[config.mk]
export PLATFORM = sky130hd
export DESIGN_NAME = mux_scan_ctrl_flat
export DESIGN_NICKNAME = d
export VERILOG_FILES = /design/src/rtl/mux_scan_pkg.sv /design/src/rtl/mux_scan_ctrl_if.sv /design/src/rtl/mux_scan_settle_cnt.sv /design/src/rtl/mux_scan_ctrl.sv /design/src/flat_wrapper.sv
export SDC_FILE = /design/constraint.sdc
export NUM_CORES = 1
export LEC_CHECK = 0
export CAP_MARGIN = 25
export CORE_ASPECT_RATIO = 1.1
export CORE_MARGIN = 4
export CORE_UTILIZATION = 55
export CTS_CLUSTER_DIAMETER = 120
export DETAILED_ROUTE_END_ITERATION = 7
export GPL_TIMING_DRIVEN = 1
export PLACE_DENSITY_LB_ADDON = 0.05
export RECOVER_POWER = 100
export SLEW_MARGIN = 20
export SYNTH_ARGS = -nofsm -noshare
export SYNTH_HDL_FRONTEND = slang
export SYNTH_HIERARCHICAL = 1
export SYNTH_SLANG_ARGS = --single-unit
[constraint.sdc]
create_clock -name clk -period 4.8 [get_ports clk]
set_input_delay 0.48 -clock clk [delete_from_list [all_inputs] [get_ports clk]]
set_output_delay 0.48 -clock clk [all_outputs]
set_load 0.005 [all_outputs]
[src/rtl/mux_scan_pkg.sv]
// Shared constants and state encoding for the 4:1 mux scan controller.
package mux_scan_pkg;

    localparam int unsigned NUM_CH = 4;
    localparam int unsigned SEL_W  = 2;
    localparam int unsigned CNT_W  = 4;

    typedef enum logic [1:0] {
        ST_IDLE,
        ST_SETTLE,
        ST_SAMPLE,
        ST_VALID
    } state_e;

endpackage

[src/rtl/mux_scan_ctrl_if.sv]
// Mux-side and downstream handshake signals of the scan controller.
// The data_par signal exists only when MUX_SCAN_PARITY_EN is defined.
interface mux_scan_ctrl_if;
    import mux_scan_pkg::*;

    logic              start;
    logic              cont_en;
    logic              busy;
    logic [SEL_W-1:0]  sel;
    logic              mux_y;
    logic [NUM_CH-1:0] data;
    logic              data_valid;
    logic              data_ready;
`ifdef MUX_SCAN_PARITY_EN
    logic              data_par;

    modport master (
        input  start, cont_en, mux_y, data_ready,
        output sel, data, data_valid, busy, data_par
    );

    modport slave (
        output start, cont_en, mux_y, data_ready,
        input  sel, data, data_valid, busy, data_par
    );
`else
    modport master (
        input  start, cont_en, mux_y, data_ready,
        output sel, data, data_valid, busy
    );

    modport slave (
        output start, cont_en, mux_y, data_ready,
        input  sel, data, data_valid, busy
    );
`endif

endinterface

[src/rtl/mux_scan_settle_cnt.sv]
// Loadable down-counter timing the settle window; done_c is high at zero.
module mux_scan_settle_cnt
    import mux_scan_pkg::*;
(
    input  logic             clk,
    input  logic             rst_n,
    input  logic             load,
    input  logic [CNT_W-1:0] load_val,
    input  logic             dec,
    output logic             done_c
);

    logic [CNT_W-1:0] cnt;

    always_ff @(posedge clk or negedge rst_n) begin
        if (!rst_n) begin
            cnt <= '0;
        end else if (load) begin
            cnt <= load_val;
        end else if (dec && (cnt != '0)) begin
            cnt <= cnt - CNT_W'(1);
        end
    end

    assign done_c = (cnt == '0);

endmodule

[src/rtl/mux_scan_ctrl.sv]
// Scans the four inputs of a 4:1 mux and presents the sampled word on a valid/ready port.
// Define MUX_SCAN_PARITY_EN to add the data_par output (XOR of data).
module mux_scan_ctrl
    import mux_scan_pkg::*;
#(
    parameter int unsigned SETTLE_CYCLES = 2
) (
    input  logic            clk,
    input  logic            rst_n,
    mux_scan_ctrl_if.master bus
);

    localparam bit               SKIP_SETTLE = (SETTLE_CYCLES == 0);
    localparam logic [CNT_W-1:0] SETTLE_LOAD = SKIP_SETTLE ? CNT_W'(0) : CNT_W'(SETTLE_CYCLES - 1);
    localparam state_e           FIRST_ST    = SKIP_SETTLE ? ST_SAMPLE : ST_SETTLE;
    localparam logic [SEL_W-1:0] LAST_CH     = SEL_W'(NUM_CH - 1);

    state_e            state;
    state_e            state_nxt;
    logic [SEL_W-1:0]  channel;
    logic [SEL_W-1:0]  channel_nxt;
    logic [NUM_CH-1:0] shadow;
    logic [NUM_CH-1:0] shadow_nxt;
    logic              accept_c;
    logic              last_sample_c;
    logic              scanning_nxt_c;
    logic              settle_load_c;
    logic              settle_dec_c;
    logic              settle_done_c;

    mux_scan_settle_cnt u_settle_cnt (
        .clk      (clk),
        .rst_n    (rst_n),
        .load     (settle_load_c),
        .load_val (SETTLE_LOAD),
        .dec      (settle_dec_c),
        .done_c   (settle_done_c)
    );

    // Next-state, channel advance and shadow capture.
    always_comb begin
        state_nxt     = state;
        channel_nxt   = channel;
        shadow_nxt    = shadow;
        accept_c      = bus.data_valid && bus.data_ready;
        last_sample_c = 1'b0;

        case (state)
            ST_IDLE: begin
                if (bus.start) begin
                    state_nxt   = FIRST_ST;
                    channel_nxt = '0;
                end
            end
            ST_SETTLE: begin
                if (settle_done_c) begin
                    state_nxt = ST_SAMPLE;
                end
            end
            ST_SAMPLE: begin
                shadow_nxt[channel] = bus.mux_y;
                if (channel == LAST_CH) begin
                    last_sample_c = 1'b1;
                    state_nxt     = ST_VALID;
                end else begin
                    channel_nxt = channel + SEL_W'(1);
                    state_nxt   = FIRST_ST;
                end
            end
            ST_VALID: begin
                if (accept_c) begin
                    channel_nxt = '0;
                    state_nxt   = bus.cont_en ? FIRST_ST : ST_IDLE;
                end
            end
            default: begin
                state_nxt = ST_IDLE;
            end
        endcase

        scanning_nxt_c = (state_nxt == ST_SETTLE) || (state_nxt == ST_SAMPLE);
        settle_load_c  = (state_nxt == ST_SETTLE) && (state != ST_SETTLE);
        settle_dec_c   = (state == ST_SETTLE) && !settle_done_c;
    end

    // State and registered outputs; sel/busy track the state being entered.
    always_ff @(posedge clk or negedge rst_n) begin
        if (!rst_n) begin
            state          <= ST_IDLE;
            channel        <= '0;
            shadow         <= '0;
            bus.sel        <= '0;
            bus.busy       <= 1'b0;
            bus.data       <= '0;
            bus.data_valid <= 1'b0;
`ifdef MUX_SCAN_PARITY_EN
            bus.data_par   <= 1'b0;
`endif
        end else begin
            state    <= state_nxt;
            channel  <= channel_nxt;
            shadow   <= shadow_nxt;
            bus.sel  <= scanning_nxt_c ? channel_nxt : '0;
            bus.busy <= scanning_nxt_c;
            if (last_sample_c) begin
                bus.data       <= shadow_nxt;
                bus.data_valid <= 1'b1;
`ifdef MUX_SCAN_PARITY_EN
                bus.data_par   <= ^shadow_nxt;
`endif
            end else if (accept_c) begin
                bus.data_valid <= 1'b0;
            end
        end
    end

endmodule
[src/flat_wrapper.sv]
// flat-port wrapper written by rule: the top's interface ports become plain ports
module mux_scan_ctrl_flat import mux_scan_pkg::*;
#(
    parameter int unsigned SETTLE_CYCLES = 2
)
  (clk, rst_n, bus_start, bus_cont_en, bus_mux_y, bus_data_ready, bus_sel, bus_data, bus_data_valid, bus_busy);
  mux_scan_ctrl_if bus_i ();
  input  logic clk;
  input  logic rst_n;
  input wire logic [$bits(bus_i.start)-1:0] bus_start;
  input wire logic [$bits(bus_i.cont_en)-1:0] bus_cont_en;
  input wire logic [$bits(bus_i.mux_y)-1:0] bus_mux_y;
  input wire logic [$bits(bus_i.data_ready)-1:0] bus_data_ready;
  output wire logic [$bits(bus_i.sel)-1:0] bus_sel;
  output wire logic [$bits(bus_i.data)-1:0] bus_data;
  output wire logic [$bits(bus_i.data_valid)-1:0] bus_data_valid;
  output wire logic [$bits(bus_i.busy)-1:0] bus_busy;
  assign bus_i.start = bus_start;
  assign bus_i.cont_en = bus_cont_en;
  assign bus_i.mux_y = bus_mux_y;
  assign bus_i.data_ready = bus_data_ready;
  assign bus_sel = bus_i.sel;
  assign bus_data = bus_i.data;
  assign bus_data_valid = bus_i.data_valid;
  assign bus_busy = bus_i.busy;
  mux_scan_ctrl #(.SETTLE_CYCLES(SETTLE_CYCLES)) u_core (.clk(clk), .rst_n(rst_n), .bus(bus_i));
endmodule
**Yosys cells after proc, flatten, opt, wreduce, memory -nomap -nowiden**

Index checks and enable logic that the tools add are counted.
Widths: inputs -> output; s select.

- Bits in registers: 20
- Bits of input ports: 6
- Output and inout port bits: 8
- Word-level logic and storage cells: 52

- $add $sub $neg: 2
- $lt $le $gt $ge: 2
- Eq/ne operators: 7
- Muxes and demuxes: 21
- Reductions and logical operators: 12

Operators with widths:

| operator | number |
|---|---|
| $mux 2 | 8 |
| $mux 4 | 3 |
| $eq 2x2->1 const B | 4 |
| $pmux 2 s4 | 1 |
| $mux 1 | 6 |
| $pmux 2 s3 | 1 |
| $logic_and 1x1->1 | 5 |
| $bwmux 4 | 1 |
| $eq 2x1->1 const B | 2 |
| $logic_not 4->1 | 1 |
| $reduce_bool 2->1 | 2 |
| $reduce_bool 4->1 | 1 |
| $sub 4x1->4 const B | 1 |
| $lt 2x3->1 const B | 1 |
| $add 2x1->2 const B | 1 |
| $demux 1 s2 | 1 |
| $ge 2x1->1 const B | 1 |
| $logic_not 2->1 | 1 |
| $ne 2x1->1 const B | 1 |
| $logic_not 1->1 | 1 |
| $logic_or 1x1->1 | 1 |

**Longest topological paths before layout**

Gate-level depths: netlist (run 1).

- Depth after elaboration: 6
- Depth in mapped cells: 10
- Gate-level depth less buffers: 9

**Modules after synthesis**

Netlist (run 1), hierarchy kept.

By module, submodules not included:

| module | times used | cells each | area each (µm²) | seq. area each (µm²) |
|---|---|---|---|---|
| mux_scan_ctrl | 1 | 58 | 670.6 | 375.4 |
| mux_scan_settle_cnt | 1 | 27 | 270.3 | 100.1 |

**Least setup slack after synthesis (run 1)**

OpenSTA, ideal clock, no wires.

- Path kind: register -> register
- From: register u_core.u_settle_cnt.cnt[0]
- To: register u_core.u_settle_cnt.cnt[1]
- Library setup time: 80 ps
- Arrival time: 2230 ps
- Data required time: 4720 ps
- Setup slack: 2490 ps
- Cell stages (with the launch flop): 11
- Buffers on the path: 1
- Period minus slack after synthesis: 2310 ps
- Cell sequence: dfrtp_1 -> inv_1 -> ha_1 -> nor3b_2 -> o211ai_1 -> and2_1 -> ha_1 -> and2_1 -> buf_6 -> or4_1 -> o211ai_2

- Cells in the longest elaborated chain, start to end: 6
- Elaborated cells between the ends (all ways): 13
- Those cells by class: add/sub (1); eq/ne (1); mux (4); reduce/logical (7)

RTL lines:

| item | RTL line | RTL |
|---|---|---|
| start: declaration | mux_scan_settle_cnt.sv:13 | `logic [CNT_W-1:0] cnt;` |
| start signal: assignment | mux_scan_settle_cnt.sv:19 | `cnt <= load_val;` |
| start signal: assignment | mux_scan_settle_cnt.sv:21 | `cnt <= cnt - CNT_W'(1);` |
| $logic_not 4->1 (*) | mux_scan_settle_cnt.sv:25 | `assign done_c = (cnt == '0);` |
| via u_core.settle_done_c | mux_scan_ctrl.sv:29 | `logic settle_done_c;` |
| $mux 2 (*) | mux_scan_ctrl.sv:56 | `if (settle_done_c) begin` |
| $pmux 2 s4 (*) | mux_scan_ctrl.sv:48 | `case (state)` |
| $eq 2x1->1 (*) | mux_scan_ctrl.sv:82 | `settle_load_c = (state_nxt == ST_SETTLE) && (state != ST_SETTLE);` |
| $logic_and 1x1->1 (*) | mux_scan_ctrl.sv:82 |  |
| via u_core.settle_load_c | mux_scan_ctrl.sv:27 | `logic settle_load_c;` |
| $mux 4 or $reduce_bool 2->1 (tied branches) | -- |  |

Mark *: on every way through the listed nets, which the timed path passes. The rest lies on a longest branch. The select of a mux whose other input is x is not followed.
A chain may end at the register's enable or synchronous reset.

**Final worst setup path (run 1)**

Ends and elaborated chain as after synthesis.

==> impl.org, run 1 <==
** Outcome
- The run finished with clean final reports.

** Final layout
- Layout cells sized above 1 :: under 10%
- The library cell used most frequently in the layout, excluding fill and tap cells, is dfrtp_1.
- Summed area of non-filler cells in the final layout :: 0.00109 mm2
- Across the whole layout, storage elements account for about 480 um2.
- The layout has ~140 filler cells.
- At the end of the flow, the number of nets in the layout was around 110.
- Final core occ :: approximately 70%
- Top library cells by usage in the layout, fill and taps aside :: dfrtp_1 (19), dlygate4sd3_1 (10), nand2_1 (9)
- The repair_antennas step left the layout with diodes totalling 0.
- Area used by multi-input combinational logic :: ~410 um2
- Synth-to-Final Area Change :: 15.4%
- Final cell count without fillers :: 120

** Floorplan
- Site Rows :: 15
- DIE AREA :: around 0.0024 mm2
- The floorplan step set the die height to 51.4 um.
- In this run the standard cell core region covers 0.00160 mm2.
- The die is between 40 and 50 um wide.
- The initial utilization of the core area, before any placement, comes to between 50% and 60%.
- In this run the count of I/O pins placed on the die edge is 14.

** Detailed routing
- The routed design has 1.68 mm of wire.
- Starting DRC count in detailed routing :: 11
- In the routed layout, each cell is associated on average with a via count of 5.64.
- Post-DRT Antenna Nets :: 0
- After detailed routing, the number of remaining DRC violations is 0.
- Router iterations before antenna repair :: 4
- Across all layers, the routed design uses roughly 680 vias.
- Average detailed-routed wire length per instance :: between 10 and 15 um

** Power and ir drop
- Register share of total power :: approximately two fifths
- Dividing total power by cell area gives a power density of between 600 and 700 mW/mm2.
- In this run the static leakage power is 0.514 nW.
- Net Switching :: roughly 0.26 mW
- Internal power summed over all cells :: 0.426 mW
- Maximum vdd drop :: 292 uV
- Combinational fraction of design power :: between 40% and 50%
- The clock network accounts for 11.2% of the total power.
- Net switching is 38.0% of the power.

** Timing
- Setup repair after global routing left no endpoint under its margin.
- Setup TNS :: 0 ns
- On the final layout, the worst clock skew is between 0.003 and 0.004 ns.
- Max Clk Rate :: roughly 360 MHz
- Of the available clock period, the critical path in the final layout requires roughly three fifths.
- Tightest Pin Transition :: around 0.82 ns
- Count of endpoints failing hold in the final timing report :: 0
- Final min period :: between 2 and 3 ns
- Headroom to the max-slew limit :: ~45%
- Count of final setup violators :: 0
- Worst hold margin :: approximately 0.51 ns
- The count of final max-slew check failures came to 0.

** Setup path
- Worst Reg-to-Reg Cells :: 9
- Slowest stage cell on the critical path :: or4_1
- Following the worst setup path forward leads to its endpoint at u_core/u_settle_cnt/cnt[1].
- STA classifies the critical path startpoint as a flip-flop.
- The endpoint identified for the worst register-to-register timing path is u_core/u_settle_cnt/cnt[1].
- The critical path in this run is classified as flip-flop to flip-flop.
- Timing startpoint of the critical path :: u_core/u_settle_cnt/cnt[0]
- Required time reported for the critical path endpoint :: about 5 ns
- Crit path DAT :: a little over 3 ns
- Delay of the slowest cell on the worst path :: between 0.5 and 0.6 ns
- Critical-path cell list :: inv_1 -> ha_1 -> nor3b_1 -> o211ai_1 -> and2_0 -> ha_1 -> and2_0 -> or4_1 -> o211ai_1
- Along the worst path, the maximum fanout reaches 10.
- In this run the critical register-to-register path is launched from u_core/u_settle_cnt/cnt[0].
- The worst register-to-register path has a setup slack of approximately 2.0 ns.
- STA classifies the critical path endpoint as a flip-flop.

** Flow run
- Number of max-cap violations :: 0

** Placement
- Summed over all nets, the half-perimeter wirelength after detailed placement is approximately 1.3 mm.
- Cell total after placement :: around 120
- The placed instances occupy a cell area of about 0.0011 mm2.
- Buffers added on ports :: 13
- Global placer's final weighted congestion :: 0.840

** Clock tree
- Clock tree synthesis selected as its root buffer the cell clkbuf_4.
- Clock slew seen by the registers of the worst setup and hold paths :: 0.10 ns
- Post-CTS setup repair buffer count :: 0
- Hold buffers post-CTS :: 0
- CTS saw 19 sinks.
- CTS built an H-tree with a depth of 1.
- Counting along the longest clock path gives a buffer depth of 2.
- Clock tree from TritonCTS :: done
- Number of instances resized during post-cts repair :: 0
- Clock tree synthesis inserted a total of 3 buffers.
- At the later pin of the worst-skew pair, clock insertion delay measures 0.29 ns.

** Synthesis
- Area fraction in compound gates after synthesis :: about 11%
- Counting every instance in the synthesized netlist gives 85.
- After Yosys synthesis, XOR and XNOR cells account for 0% of the synthesized area.
- Post-Synth Adder-Cell Area :: between 2 and 3%
- The synthesized netlist occupies a cell area of roughly 940 um2.
- Simple-gate area share of the yosys netlist :: 21.1%
- Count of distinct cell types in the synthesized netlist :: 33
- After synthesis, the largest family of logic cells by area is simple AND/OR/NAND/NOR gates.
- During synthesis, Yosys emitted a total of 6 warnings.
- Proportion of synthesized chip area in sequential cells :: 50.5%
- Measured against the total synthesized area, the mux share comes to 9.97%.
- Each instance of the synthesized netlist takes up on average between 10 and 15 um2.
- In this run, synthesis produced a sequential element count of 19.

** GRT
- The first global-routing pass estimated 2.87 mm of wire.
- Global routing consumed, over all layers together, around 17% of the routing resources.
- Global route overflow :: 0
- Pin count of the biggest net entering global routing :: 20
- The number of global-route vias before repair was 656.
- Initial antenna violation count :: 0

** Hold path
- The min-delay analysis places its worst path in the category flip-flop to flip-flop.
-- cell type report --
cell class                      count  share of cell area (%)
Sequential cell                    19                    43.8
Multi-Input combinational cell     60                    37.3
Timing Repair Buffer               13                    12.0
Inverter                            7                    2.42
Clock buffer                        3                    2.07
Tap cell                           17                    1.96
Clock inverter                      1                   0.461
-- power by group through the flow --
stage	clock [mW]	combinational, mW	sequential (mW)
CTS	0.0807	0.353	0.291
finish	0.0766	0.323	0.287
global route	0.0893	0.375	0.294
floorplan	0	0.267	0.282
detailed placement	0	0.351	0.294
global placement	0	0.345	0.291
-- per-layer routing --
layer  GRT usage [%]  part of all wire, %  vias to the layer above
li1                -                    -                      333
met1            20.4                   42                      328
met2            26.8                   54                       12
met3            4.58                  2.8                        4
met4            8.29                 0.95                        0
met5               0                    0                        -
-- sequential cells by signal, indices dropped and copies added (netlist names) --
name and cells:
u_core/bus.sel 2, u_core/bus.busy 1, u_core/shadow 3, u_core/bus.data_valid 1, u_core/u_settle_cnt/cnt 4, u_core/state 2
u_core/bus.data 4, u_core/channel 2
-- cell usage after synthesis --
library cell | count | share of area [%]
and3b_2 | 1 | 1.1
or3_1 | 1 | 0.67
and3_1 | 1 | 0.67
nor4b_2 | 1 | 1.6
buf_6 | 1 | 1.2
ha_1 | 2 | 2.7
nand2b_1 | 3 | 2.0
o211ai_1 | 1 | 0.80
inv_1 | 6 | 2.4
nor3_1 | 5 | 2.7
dfrtp_1 | 19 | 51
nor3b_2 | 1 | 1.3
o21ai_0 | 3 | 1.6
o31a_1 | 2 | 1.9
or4_1 | 1 | 0.80
or2b_1 | 1 | 0.80
nand3_1 | 3 | 1.6
a221o_1 | 1 | 1.1
mux2_2 | 1 | 1.2
nor2_1 | 1 | 0.40
o21a_1 | 1 | 0.80
and2_1 | 2 | 1.3
mux2_4 | 4 | 6.4
mux2_1 | 2 | 2.4
o211ai_2 | 1 | 1.3
nand2_4 | 1 | 1.2
nor3b_1 | 1 | 0.80
inv_2 | 1 | 0.40
nand2_1 | 8 | 3.2
a21oi_1 | 4 | 2.1
and4b_1 | 1 | 1.1
a31oi_1 | 2 | 1.3
conb_1 | 2 | 0.80
-- logic make-up (layout without fill, tap and decap cells) --
kind of cell	count (synthesis)	count (layout)
multiplexers	7	7
AO/OA/AOI/OAI	15	15
AND/OR/NAND/NOR	32	32
other	2	4
flip-flops	19	19
buffers and inverters	8	24
adder cells (fa/ha/maj)	2	2
-- worst min-delay path by stage --
stage	start	cells past startpoint	endpoint
6_report	u_core/shadow[0]	1	u_core/bus.data[0]
4_1_cts	u_core/shadow[1]	1	u_core/shadow[1]
3_3_place_gp	u_core/shadow[2]	1	u_core/shadow[2]
3_5_place_dp	u_core/shadow[1]	1	u_core/shadow[1]
2_1_floorplan	rst_n	0	u_core/bus.busy
5_1_grt	u_core/bus.data[0]	1	u_core/bus.data[0]
-- per-stage QoR --
stage / worst slack, ns / power [mW]
after CTS: 2.28 / 0.725
after global routing: 1.67 / 0.758
final: 1.99 / 0.686
after floorplan: 2.49 / 0.549
after global placement: 2.31 / 0.636
after detailed placement: 2.27 / 0.645
-- critical path: cells and delay by family (launching register included) --
family | cells | cell delay (ns)
and+or+nand+nor | 4 | 1.60
DFF | 1 | 0.43
adders and majority gates | 2 | 0.35
AOI/OAI and AO/OA | 2 | 0.27
buffers and inverters | 1 | 0.07
Note: power is estimated with default switching activity, not from simulation.
==> run 2: changes to the inputs <==
--- a/config.mk
+++ b/config.mk
@@ -8,7 +8,7 @@
 export CAP_MARGIN = 25
 export CORE_ASPECT_RATIO = 1.1
 export CORE_MARGIN = 4
-export CORE_UTILIZATION = 55
+export CORE_UTILIZATION = 51
 export CTS_CLUSTER_DIAMETER = 120
 export DETAILED_ROUTE_END_ITERATION = 7
 export GPL_TIMING_DRIVEN = 1
==> constraint.sdc (replaced) <==
create_clock -name clk -period 2.6 [get_ports clk]
set_input_delay 0.26 -clock clk [delete_from_list [all_inputs] [get_ports clk]]
set_output_delay 0.26 -clock clk [all_outputs]
set_load 0.005 [all_outputs]
==> run 2 against run 1 <==
Effect of this change: global-route usage fell by 2.4 points; die area rose by 6.6%; fmax rose by 17%; power rose by 90%; non-clock buffer count rose by 1; critical endpoint unchanged; final area rose by 1.7%; clock-buffer cell count did not move; clock skew rose by 0.0014 ns; utilization fell by 5.4 points.
==> impl.org, run 2 (synthesis gave the netlist of run 1 again) <==
** Detailed routing
- Wires add up to around 1.6 mm.
- The first routing iteration left 3 violations.
- After detailed routing, the number of remaining DRC violations is 0.
- Via density per instance :: roughly 5.5
- Detailed routing inserted a total of between 600 and 700 vias.
- Router iterations before antenna repair :: 3
- Post-DRT Antenna Nets :: 0
- In the final routed layout, each cell accounts on average for around 13 um.

** Floorplan
- Site Rows :: 16
- I/O pins :: 14
- The core region is ~0.0018 mm2.
- For this configuration, the core starts out at a cell density of a little over half.
- In this run the horizontal extent of the chip is 49.0 um.
- DIE AREA :: about 0.0026 mm2
- Measured along the y axis, the die boundary spans approximately 53 um.

** Timing
- Max Clk Rate :: roughly 420 MHz
- For the pin with the worst max-slew slack, the measured transition is 0.825 ns.
- Setup repair after global routing left no endpoint under its margin.
- Count of endpoints failing hold in the final timing report :: 0
- Worst hold margin :: roughly 0.50 ns
- Final min period :: between 2 and 2.5 ns
- The count of final max-slew check failures came to 0.
- For the final routed database, the setup TNS stands at 0 ns.
- Ratio of final minimum period to clock period :: around 92%
- Measured against its own limit, the worst slew margin works out to 44.8%.
- Setup violations remaining at the end of the flow were counted as 0.
- Once routing completed, OpenROAD measured the worst setup slack at roughly 0.21 ns.
- Clock skew on the completed layout was measured at between 0.004 and 0.005 ns.

** Clock tree
- Clock insertion delay at the later pin of the skew report :: 0.29 ns
- Hold buffers post-CTS :: 0
- Cell chosen for the clock root :: clkbuf_4
- Clock slew seen by the registers of the worst setup and hold paths :: 0.11 ns
- The clock passes through at most 2 buffers.
- After clock tree synthesis, the setup repair step added 0 buffers.
- TritonCTS built the clock tree.
- For this design, the sink count on the clock tree is 19.
- Buffers inserted during clock tree synthesis total 3.
- Number of instances resized during post-cts repair :: 0
- In this run the number of H-tree levels came out at 1.

** Final layout
- Of the cells placed in the final design, the portion with a size suffix greater than 1 is between 10% and 20%.
- Leaving out fill and tap cells, the most frequent cell in the layout is dfrtp_1.
- From synthesis to final layout, the design area changed by 17.4%.
- In the layout the commonest cells are dfrtp_1 (19), dlygate4sd3_1 (9), nand2_1 (9).
- Final cell count without fillers :: ~120
- Counting the fill cells in the layout gives roughly 160.
- Register Area :: between 400 and 500 um2
- Post-layout nets :: between 100 and 150
- Antenna Cells :: 0
- Largest registers ranked by flip-flop count :: u_core/bus.data x4, u_core/u_settle_cnt/cnt x4, u_core/shadow x3
- Area used by multi-input combinational logic :: about 420 um2

** GRT
- First-pass GRT wire length :: slightly below 3 mm
- Total routing resource utilization after global routing :: between 10 and 15%
- Global route overflow :: 0
- Initial antenna violation count :: 0
- Pin count of the biggest net entering global routing :: 20
- The number of global-route vias before repair came to between 700 and 800.

** Setup path
- Critical path endpoint category :: flip-flop
- Together, buffers and inverters on the worst path number 1.
- Largest fanout on the critical path :: 7
- The kind of cell with the highest combined delay along the critical path is simple AND/OR/NAND/NOR gates.
- At the worst endpoint, the arrival time is between 2 and 3 ns.
- Required time reported for the critical path endpoint :: 2.83 ns
- In this design, the stage delay of the slowest critical-path cell is between 0.5 and 0.6 ns.
- STA classifies the critical path startpoint as a flip-flop.
- Critical-path cell list :: inv_1 -> ha_1 -> nor3b_2 -> o211ai_1 -> and2_0 -> ha_1 -> and2_0 -> or4_1 -> o211ai_2
- The critical path in this run is classified as flip-flop to flip-flop.
- Slowest stage cell on the critical path :: or4_1

** Placement
- Buffers added on ports :: 13
- Total half-perimeter wirelength after legalization and detailed placement :: about 1.3 mm
- Cell total after placement :: 118
- At the placement stage, the worst setup path has a slack of approximately 0.23 ns.
- The congestion estimate from routability-driven global placement came to 0.769.

** Power and ir drop
- Power per standard cell area :: 1180 mW/mm2
- The analysis attributes to cell leakage a power of approximately 0.52 nW.
- Maximum vdd drop :: between 600 and 700 uV

** Hold path
- The path class of the tightest hold or removal check is input pin to async pin.

** Flow run
- Number of max-cap violations :: 0

** Outcome
- Run status :: finished clean
run 2: layout make-up:
cell class,count,share of cell area [%]
tap,18,2.04
clock inverter,1,0.453
multi-input combinational,60,37.6
clock buffer,3,2.04
sequential,19,43.0
timing repair buffer,14,12.5
inverter,7,2.38
run 2: power by group:
group / switching (mW) / total [mW] / internal (mW)
sequential: 0.102 / 0.527 / 0.425
clock: 0.0868 / 0.144 / 0.0572
combinational: 0.305 / 0.633 / 0.328
run 2: layer usage:
layer	track usage [%]	part of all wire, %
met3	3.38	2.4
met2	28.0	56
met1	15.3	41
met5	0	0
met4	5.38	0.98
run 2: per-stage QoR:
stage / cell area (um2) / power (mW) / utilization, %
2_1_floorplan: 948 / 1.01 / -
3_3_place_gp: 1100 / 1.20 / 62.3
3_5_place_dp: 1100 / 1.21 / 62.3
4_1_cts: 1120 / 1.37 / 63.8
5_1_grt: 1100 / 1.43 / 62.7
6_report: 1100 / 1.30 / 62.7
run 2: path summary, 6_finish.rpt:
kind                       cells after the start                        from  slack, ns                          to
max in group asynchronous                      1                       rst_n       1.59          u_core/bus.data[2]
max                                            9  u_core/u_settle_cnt/cnt[0]       0.21  u_core/u_settle_cnt/cnt[1]
max reg2reg                                    9  u_core/u_settle_cnt/cnt[0]       0.21  u_core/u_settle_cnt/cnt[1]
min in group clk                               1            u_core/shadow[2]       0.50            u_core/shadow[2]
min reg2reg                                    1            u_core/shadow[2]       0.50            u_core/shadow[2]
min                                            1                       rst_n       0.50  u_core/u_settle_cnt/cnt[1]
